**src/rtl/hazard_ctrl.sv**
```systemverilog
// Pipeline hazard controller for the 5-stage RV32I core: shadows register usage
// through EX/MEM/WB and drives pipeline enables, flushes, forwarding and event counters.
module hazard_ctrl #(
  parameter int CNT_W = 32
) (
  input  logic             i_clk,
  input  logic             i_reset,
  input  logic [4:0]       i_id_rs1_addr,
  input  logic [4:0]       i_id_rs2_addr,
  input  logic [4:0]       i_id_rd_addr,
  input  logic             i_id_rd_wren,
  input  logic             i_id_is_load,
  input  logic             i_ex_redirect,
  input  logic             i_mem_stall,
  output logic             o_pc_en,
  output logic             o_if_id_en,
  output logic             o_if_id_flush,
  output logic             o_id_ex_flush,
  output logic             o_ex_mem_en,
  output logic             o_mem_wb_en,
  output logic [1:0]       o_fwd_a_sel,
  output logic [1:0]       o_fwd_b_sel,
  output logic [CNT_W-1:0] o_stall_cnt,
  output logic [CNT_W-1:0] o_flush_cnt
);

  typedef struct packed {
    logic       valid;
    logic [4:0] rd;
    logic       rd_wren;
    logic       is_load;
  } stage_rec_t;

  typedef struct packed {
    logic       valid;
    logic [4:0] rs1;
    logic [4:0] rs2;
    logic [4:0] rd;
    logic       rd_wren;
    logic       is_load;
  } ex_rec_t;

  localparam logic [CNT_W-1:0] CNT_ONE = {{(CNT_W-1){1'b0}}, 1'b1};

  ex_rec_t          ex_q, ex_d;
  stage_rec_t       mem_q, mem_d;
  stage_rec_t       wb_q, wb_d;
  logic [CNT_W-1:0] stall_cnt_q, stall_cnt_d;
  logic [CNT_W-1:0] flush_cnt_q, flush_cnt_d;
  logic             load_use;

  // MEM holds the younger result, so it outranks WB for the same register.
  function automatic logic [1:0] fwd_sel(input logic [4:0] rs, input stage_rec_t mem_r,
                                         input stage_rec_t wb_r);
    logic [1:0] sel;
    sel = 2'b00;
    if (mem_r.valid && mem_r.rd_wren && (mem_r.rd != 5'd0) && (mem_r.rd == rs)) begin
      sel = 2'b01;
    end else if (wb_r.valid && wb_r.rd_wren && (wb_r.rd != 5'd0) && (wb_r.rd == rs)) begin
      sel = 2'b10;
    end
    return sel;
  endfunction

  always_comb begin
    load_use = ex_q.valid && ex_q.is_load && (ex_q.rd != 5'd0) &&
               ((ex_q.rd == i_id_rs1_addr) || (ex_q.rd == i_id_rs2_addr));

    o_pc_en       = 1'b1;
    o_if_id_en    = 1'b1;
    o_if_id_flush = 1'b0;
    o_id_ex_flush = 1'b0;
    o_ex_mem_en   = 1'b1;
    o_mem_wb_en   = 1'b1;
    o_fwd_a_sel   = fwd_sel(ex_q.rs1, mem_q, wb_q);
    o_fwd_b_sel   = fwd_sel(ex_q.rs2, mem_q, wb_q);

    ex_d        = ex_q;
    mem_d       = mem_q;
    wb_d        = wb_q;
    stall_cnt_d = stall_cnt_q;
    flush_cnt_d = flush_cnt_q;

    if (i_reset) begin
      o_pc_en       = 1'b0;
      o_if_id_en    = 1'b0;
      o_if_id_flush = 1'b1;
      o_id_ex_flush = 1'b1;
      o_ex_mem_en   = 1'b0;
      o_mem_wb_en   = 1'b0;
      o_fwd_a_sel   = 2'b00;
      o_fwd_b_sel   = 2'b00;
      ex_d          = '0;
      mem_d         = '0;
      wb_d          = '0;
      stall_cnt_d   = '0;
      flush_cnt_d   = '0;
    end else if (i_mem_stall) begin
      // Frozen pipeline: hazard inputs are held, so they are re-evaluated after the stall.
      o_pc_en     = 1'b0;
      o_if_id_en  = 1'b0;
      o_ex_mem_en = 1'b0;
      o_mem_wb_en = 1'b0;
    end else begin
      wb_d  = mem_q;
      mem_d = '{valid: ex_q.valid, rd: ex_q.rd, rd_wren: ex_q.rd_wren, is_load: ex_q.is_load};
      if (i_ex_redirect) begin
        o_if_id_flush = 1'b1;
        o_id_ex_flush = 1'b1;
        ex_d          = '0;
        flush_cnt_d   = flush_cnt_q + CNT_ONE;
      end else if (load_use) begin
        o_pc_en       = 1'b0;
        o_if_id_en    = 1'b0;
        o_id_ex_flush = 1'b1;
        ex_d          = '0;
        stall_cnt_d   = stall_cnt_q + CNT_ONE;
      end else begin
        ex_d = '{valid: 1'b1, rs1: i_id_rs1_addr, rs2: i_id_rs2_addr, rd: i_id_rd_addr,
                 rd_wren: i_id_rd_wren, is_load: i_id_is_load};
      end
    end
  end

  always_ff @(posedge i_clk) begin
    if (i_reset) begin
      ex_q        <= '0;
      mem_q       <= '0;
      wb_q        <= '0;
      stall_cnt_q <= '0;
      flush_cnt_q <= '0;
    end else begin
      ex_q        <= ex_d;
      mem_q       <= mem_d;
      wb_q        <= wb_d;
      stall_cnt_q <= stall_cnt_d;
      flush_cnt_q <= flush_cnt_d;
    end
  end

  assign o_stall_cnt = stall_cnt_q;
  assign o_flush_cnt = flush_cnt_q;

endmodule
```
**config.mk**
```make
export PLATFORM = sky130hd
export DESIGN_NAME = hazard_ctrl
export DESIGN_NICKNAME = d
export VERILOG_FILES = /design/src/rtl/hazard_ctrl.sv
export SDC_FILE = /design/constraint.sdc
export NUM_CORES = 1
export LEC_CHECK = 0
export CAP_MARGIN = 30
export CORE_ASPECT_RATIO = 1.1
export CORE_UTILIZATION = 54
export CTS_BUF_LIST = sky130_fd_sc_hd__clkbuf_4
export CTS_CLUSTER_SIZE = 40
export DETAILED_ROUTE_END_ITERATION = 8
export PLACE_DENSITY = 0.9
export SYNTH_ARGS = -nofsm -noshare
export SYNTH_HDL_FRONTEND = slang
export SYNTH_SLANG_ARGS = --single-unit
```
**constraint.sdc**
```tcl
create_clock -name i_clk -period 2.8 [get_ports i_clk]
set_input_delay 0.56 -clock i_clk [delete_from_list [all_inputs] [get_ports i_clk]]
set_output_delay 0.56 -clock i_clk [all_outputs]
set_load 0.05 [all_outputs]
```
==> results of run 1 <==
[final cells by class]
class                           count  share of cell area
Clock buffer                       10             0.01238
Clock inverter                      5            0.004125
Inverter                            8            0.004950
Multi-Input combinational cell    416              0.4462
Sequential cell                    96              0.3185
Tap cell                          111             0.02290
Timing Repair Buffer              114              0.1910
[through the flow]
stage / cells / power [mW] / setup TNS (ns) / hold WS [ns] / area (µm²)
final: 760 / 2.248 / 0 / 0.4594 / 6066
after global routing: 760 / 2.335 / -0.01706 / 0.4586 / 6066
after CTS: 759 / 2.256 / 0 / 0.4855 / 6037
after detailed placement: 742 / 1.658 / 0 / 0.4685 / 5911
after global placement: 742 / 1.651 / 0 / 0.4628 / 5911
after floorplan: 561 / 1.565 / 0 / 0.4545 / 4867
[cells in the mapped netlist (all sizes together), types with 16 or more instances]
cell / n / area, µm²
dfxtp: 96 / 1922
nor2: 52 / 195.2
a21oi: 46 / 230.2
nand2: 37 / 138.9
or4: 34 / 259.0
o31ai: 30 / 225.2
xnor2: 30 / 262.8
nand3: 27 / 135.1
xor2: 27 / 236.5
clkbuf: 25 / 93.84
nand4: 19 / 137.6
buf: 16 / 117.6
[registers in the layout (all words and copies together) (netlist names)]
register and count:
o_flush_cnt 32, o_stall_cnt 32, wb_q 7, mem_q 7
ex_q 18
[metal layers]
| metal | wire [µm] | global-route usage |
|---|---|---|
| met1 | 5364 | 0.3336 |
| met2 | 6036 | 0.4610 |
| met3 | 682 | 0.05180 |
| met4 | 251 | 0.1154 |
| met5 | 0 | 0 |
[power by group through the flow]
stage	Sequential [mW]	Combinational, mW	Clock, mW
after floorplan	1.43	0.132	0
after global placement	1.43	0.219	0
after detailed placement	1.43	0.225	0
after CTS	1.40	0.228	0.628
after global routing	1.40	0.248	0.684
final	1.40	0.230	0.618
[cell families (layout without fill, tap and decap cells)]
family,after synthesis,after routing,synth area share
AND/OR/NAND/NOR,235,235,0.2750
AO/OA/AOI/OAI,107,107,0.1405
flip-flops,96,96,0.3959
XOR/XNOR,57,57,0.1028
buffers and inverters,49,137,0.04974
multiplexers,15,15,0.03093
adder cells (fa/ha/maj),2,2,0.005154
[worst max path at each step]
stage                           to  slack (ns)  cells after the start
floorplan                  o_pc_en        0.02                      6
global placement     o_id_ex_flush        0.11                      7
detailed placement   o_id_ex_flush        0.06                      7
CTS                 o_fwd_a_sel[1]       0.001                      6
global route         o_id_ex_flush       -0.02                      7
finish               o_id_ex_flush        0.04                      7
[worst register-to-register path, cell delays in order (launching register included)]
cell	delay [ns]
dfxtp_1	0.47
nand4_2	0.17
nor4_4	0.70
nand2_1	0.23
or4_1	0.51
a21oi_1	0.14
[timing repair]
item,in CTS,in global routing
setup buffers,2,1
endpoints found under the setup margin,2,5
resized for setup,5,9
hold endpoints to repair,0,0
pin swaps,1,6
[cell usage in the layout, fill, tap and decap left out, drive strengths merged, types with 12 or more instances in the layout]
cell type	instances
buf	31
nand4	19
o211ai	12
mux2i	15
xor2	27
nor4	15
nor2	52
nand3	27
xnor2	30
or4	34
nand2	37
o31ai	30
dfxtp	96
nor3	13
clkdlybuf4s50	78
a21oi	46
==> results.cfg, run 1 <==
[global_routing]
antenna_found_initial = 0
grt_use_total = 0.2701
grt_max_degree = 41
grt_pass1_wl_mm = 20.55
grt.overflow.total = 0
grt_pass1_vias = 4405

[detailed_routing]
firstDrtPassIters = 4
via_per_inst = 5.987
drt-total-wl_mm = 12.33
ant_nets = 0
drc = 0
first_iter_violations = 240
routedWlPerCell_um = 16.23
vias = 4550

[power]
clkPwrFrac = 0.275
p_sw_mw = 0.5890
combinationalPowerShare = 0.102
sw_frac_of_total = 0.2620
p_per_area_nw_per_um2 = 370.6
p_int_mw = 1.659
p_leak_nw = 2.067
seq_power_share = 0.623
max-vdd-ir-drop_v = 0.0002027

[final_layout]
antenna_cells = 0
finalNetCount = 668
regArea_um2 = 1932
area_growth_pct = 24.95
utilization = 0.7103
multi_input_area_um2 = 2706
post_route_cells_drive_above_1_share = 0.09861
n_fill_cell = 674

[synthesis]
synthArstFlopShare = 0
yosysSeqAreaShare = 0.3959
syn_inst = 561
syn-num-nets = 584
syn_avg_cell_area_um2 = 8.654
netlist_area_um2 = 4855
synthFlopType = dfxtp_1
synth_edf_count = 0
yosysWarnings = 0
ys_ff_latch = 96
synth_cell_type_count = 46

[timing]
max_freq_mhz = 362.8
fin_skew_ns = 0.007336
setup_viol = 0
setup_ws_ns = 0.04388
drv_slew = 0
period_needed_ns = 2.756
period_share = 0.9843
tightest_slew_ns = 0.7306
maxSlewHeadroom = 0.5093
hold_violations = 0

[clock_tree]
clk_pin_slew_ns = 0.13
htree_num_levels = 3
postCtsHoldBufs = 0
tritoncts = yes
clock_latency_ns = 0.44
clkSinkCount = 96
root_buffer = clkbuf_4
cts_buffers = 9
cts_buffer_depth = 2

[setup_path]
cp_top_family = buffers and inverters
start_kind = input port
cp_cell_sequence = clkdlybuf4s50_1, xor2_1, nor3_1, a22oi_2, nor2_2, o31a_1, buf_12
crit_required_ns = 2.24
path_class = in -> out
cp-end-kind = primary output
max_stage_delay_ns = 0.52
arrival_ns = 2.20
critPathSlowestCell = clkdlybuf4s50_1
worstReg2RegEnd = o_stall_cnt[18]
worst-path-buf-inv = 2
cp-startpoint = i_id_rs2_addr[4]
r2r_cells = 5
cp_max_fo = 5
r2r_setup_slack_ns = 0.52
r2r_start = o_stall_cnt[8]

[min_path]
holdCritStartpoint = i_id_rs2_addr[3]
worstHoldPathType = in -> reg
hold_depth = 3
holdPathEnd = ex_q[10]

[placement]
hpwl_mm = 8.620
io_buffers = 94
gp_congestion = 0.8976
place_ws_ns = 0.05630

[floorplanning]
coreArea_um2 = 8539
io_pins = 95
row_count = 35
dieArea_um2 = 9374
fp.dieW_um = 92.41
fp.dieH_um = 101.4
start_util = 0.5685

[run]
drv_cap = 0

[run_status]
outcome = finished clean
Note: power is estimated with default switching activity, not from simulation.
==> inputs of run 2 (changes only) <==
--- a/config.mk
+++ b/config.mk
@@ -12,6 +12,7 @@
 export CTS_CLUSTER_SIZE = 40
 export DETAILED_ROUTE_END_ITERATION = 8
 export PLACE_DENSITY = 0.9
+export SLEW_MARGIN = 20
 export SYNTH_ARGS = -nofsm -noshare
 export SYNTH_HDL_FRONTEND = slang
 export SYNTH_SLANG_ARGS = --single-unit
==> results of run 2 <==
Final layout, timing and power as in run 1 (identical DEF).
==> inputs of run 3 (changes only) <==
--- a/config.mk
+++ b/config.mk
@@ -7,11 +7,11 @@
 export LEC_CHECK = 0
 export CAP_MARGIN = 30
 export CORE_ASPECT_RATIO = 1.1
-export CORE_UTILIZATION = 54
+export CORE_UTILIZATION = 40
 export CTS_BUF_LIST = sky130_fd_sc_hd__clkbuf_4
 export CTS_CLUSTER_SIZE = 40
 export DETAILED_ROUTE_END_ITERATION = 8
-export PLACE_DENSITY = 0.9
+export PLACE_DENSITY = 0.71
 export SLEW_MARGIN = 20
 export SYNTH_ARGS = -nofsm -noshare
 export SYNTH_HDL_FRONTEND = slang
==> run 3 against run 2 <==
  * Critical path depth decreased by 1
  * Sequential share of layout area shrank 0.33 points
  * Highest routed layer unchanged
  * Clock power rose by 6.3%
  * Wire length rose by 1.3%
  * Worst hold slack improved by 0.0076 ns
  * Design area grew 0.91%
  * Fmax rose by 1.9%
  * Global-route usage shrank 7.0 points
  * Register-to-register slack improved by 0.03 ns
  * Die area is 34% higher
  * Combinational power about the same
  * Largest power group unchanged
==> results.cfg, run 3 (synthesis results as in run 1) <==
[detailed_routing]
routedWlPerCell_um = 15.62
vias = 4511
drc = 0
first_iter_violations = 188
via_per_inst = 5.639
ant_nets = 0
firstDrtPassIters = 4
drt-total-wl_mm = 12.50

[power]
max-vdd-ir-drop_v = 0.0002006
p_leak_nw = 2.051
p_per_area_nw_per_um2 = 373.8
finalPower_mw = 2.288

[timing]
period_needed_ns = 2.704
period_share = 0.9657
maxSlewHeadroom = 0.6331
setup_ws_ns = 0.09592
hold_violations = 0
rsz0062_at_grt = false
fin_skew_ns = 0.01683
drv_slew = 0
setup_viol = 0
hold_ws_ns = 0.4669
fin_tns_setup_ns = 0
max_freq_mhz = 369.8
tightest_slew_ns = 0.5486

[setup_path]
r2r_cells = 8
r2r_setup_slack_ns = 0.55
start_kind = input port
r2r_start = ex_q[4]
arrival_ns = 2.14
crit_required_ns = 2.24
cp-end-kind = primary output
path_class = in -> out
cp_max_fo = 4
worstReg2RegEnd = ex_q[16]

[clock_tree]
clock_latency_ns = 0.45
tritoncts = yes
clk_pin_slew_ns = 0.15
htree_num_levels = 3
cts_buffers = 9
root_buffer = clkbuf_4
clkSinkCount = 96
cts_buffer_depth = 2
postCtsHoldBufs = 0

[floorplanning]
dieArea_um2 = 12580
fp.dieW_um = 107.0
row_count = 41
start_util = 0.4169
io_pins = 95
coreArea_um2 = 11640
fp.dieH_um = 117.5

[final_layout]
layout.cells.non_filler = 800
post_route_cells_drive_above_1_share = 0.1031
design_area_um2 = 6121
antenna_cells = 0
area_growth_pct = 26.08
regArea_um2 = 1929
n_fill_cell = 1086
layout_common_cells = dfxtp_1, clkdlybuf4s50_1, nor2_1
finalNetCount = 668
multi_input_area_um2 = 2711
utilization = 0.5256
final_common_cell = dfxtp_1

[placement]
hpwl_mm = 8.695
io_buffers = 94
dpl_cell_area_um2 = 5967
placedCellCount = 782
place_ws_ns = 0.02610
gp_congestion = 0.8720

[global_routing]
grt.overflow.total = 0
grt_pass1_vias = 4220
grt_pass1_wl_mm = 20.52
antenna_found_initial = 0
grt_use_total = 0.2000
grt_max_degree = 48

[run_status]
outcome = finished clean

[min_path]
holdPathEnd = ex_q[14]
holdCritStartpoint = i_id_rs1_addr[2]
worstHoldPathType = in -> reg
hold_depth = 3

[run]
drv_cap = 0
[run 3: final cells by class]
| type | instances | area share |
|---|---|---|
| sequential | 96 | 0.3152 |
| inverter | 8 | 0.004906 |
| multi-input combinational | 416 | 0.4430 |
| clock buffer | 10 | 0.01226 |
| timing repair buffer | 114 | 0.1881 |
| clock inverter | 6 | 0.005928 |
| tap | 150 | 0.03066 |
[run 3: what timing repair did]
action,in CTS,in global routing
gates resized for setup,0,11
hold endpoints to repair,0,0
endpoints found under the setup margin,0,5
buffers inserted,0,2
[run 3: critical path, cell delays in order]
cell             delay [ns]
clkdlybuf4s50_1        0.45
xor2_1                 0.16
nor3_1                 0.26
a22oi_2                0.15
o31a_1                 0.39
buf_12                 0.18
[run 3: worst max path at each step]
stage                                start             to  slack, ns  cells after the start
final                     i_id_rs2_addr[2]     o_if_id_en        0.1                      6
after global routing               ex_q[3]  o_id_ex_flush     0.0002                      5
after CTS                          ex_q[2]  o_id_ex_flush       0.02                      5
after detailed placement  i_id_rs1_addr[3]  o_id_ex_flush       0.03                      7
after global placement    i_id_rs1_addr[1]  o_id_ex_flush       0.08                      7
after floorplan                    ex_q[2]        o_pc_en       0.02                      6
[run 3: where the power goes]
| part | internal (mW) | leakage, nW | switching (mW) | total, mW |
|---|---|---|---|---|
| registers | 1.38 | 0.778 | 0.0206 | 1.40 |
| clock network | 0.189 | 0.0675 | 0.467 | 0.657 |
| logic | 0.0996 | 1.21 | 0.130 | 0.229 |
[run 3: routing by layer]
metal | up-vias | global-route usage | share of wire
met2 | 111 | 0.3185 | 0.46
li1 | 2229 | - | -
met5 | - | 0 | 0
met4 | 0 | 0.07962 | 0.021
met1 | 2149 | 0.2681 | 0.47
met3 | 22 | 0.03212 | 0.041
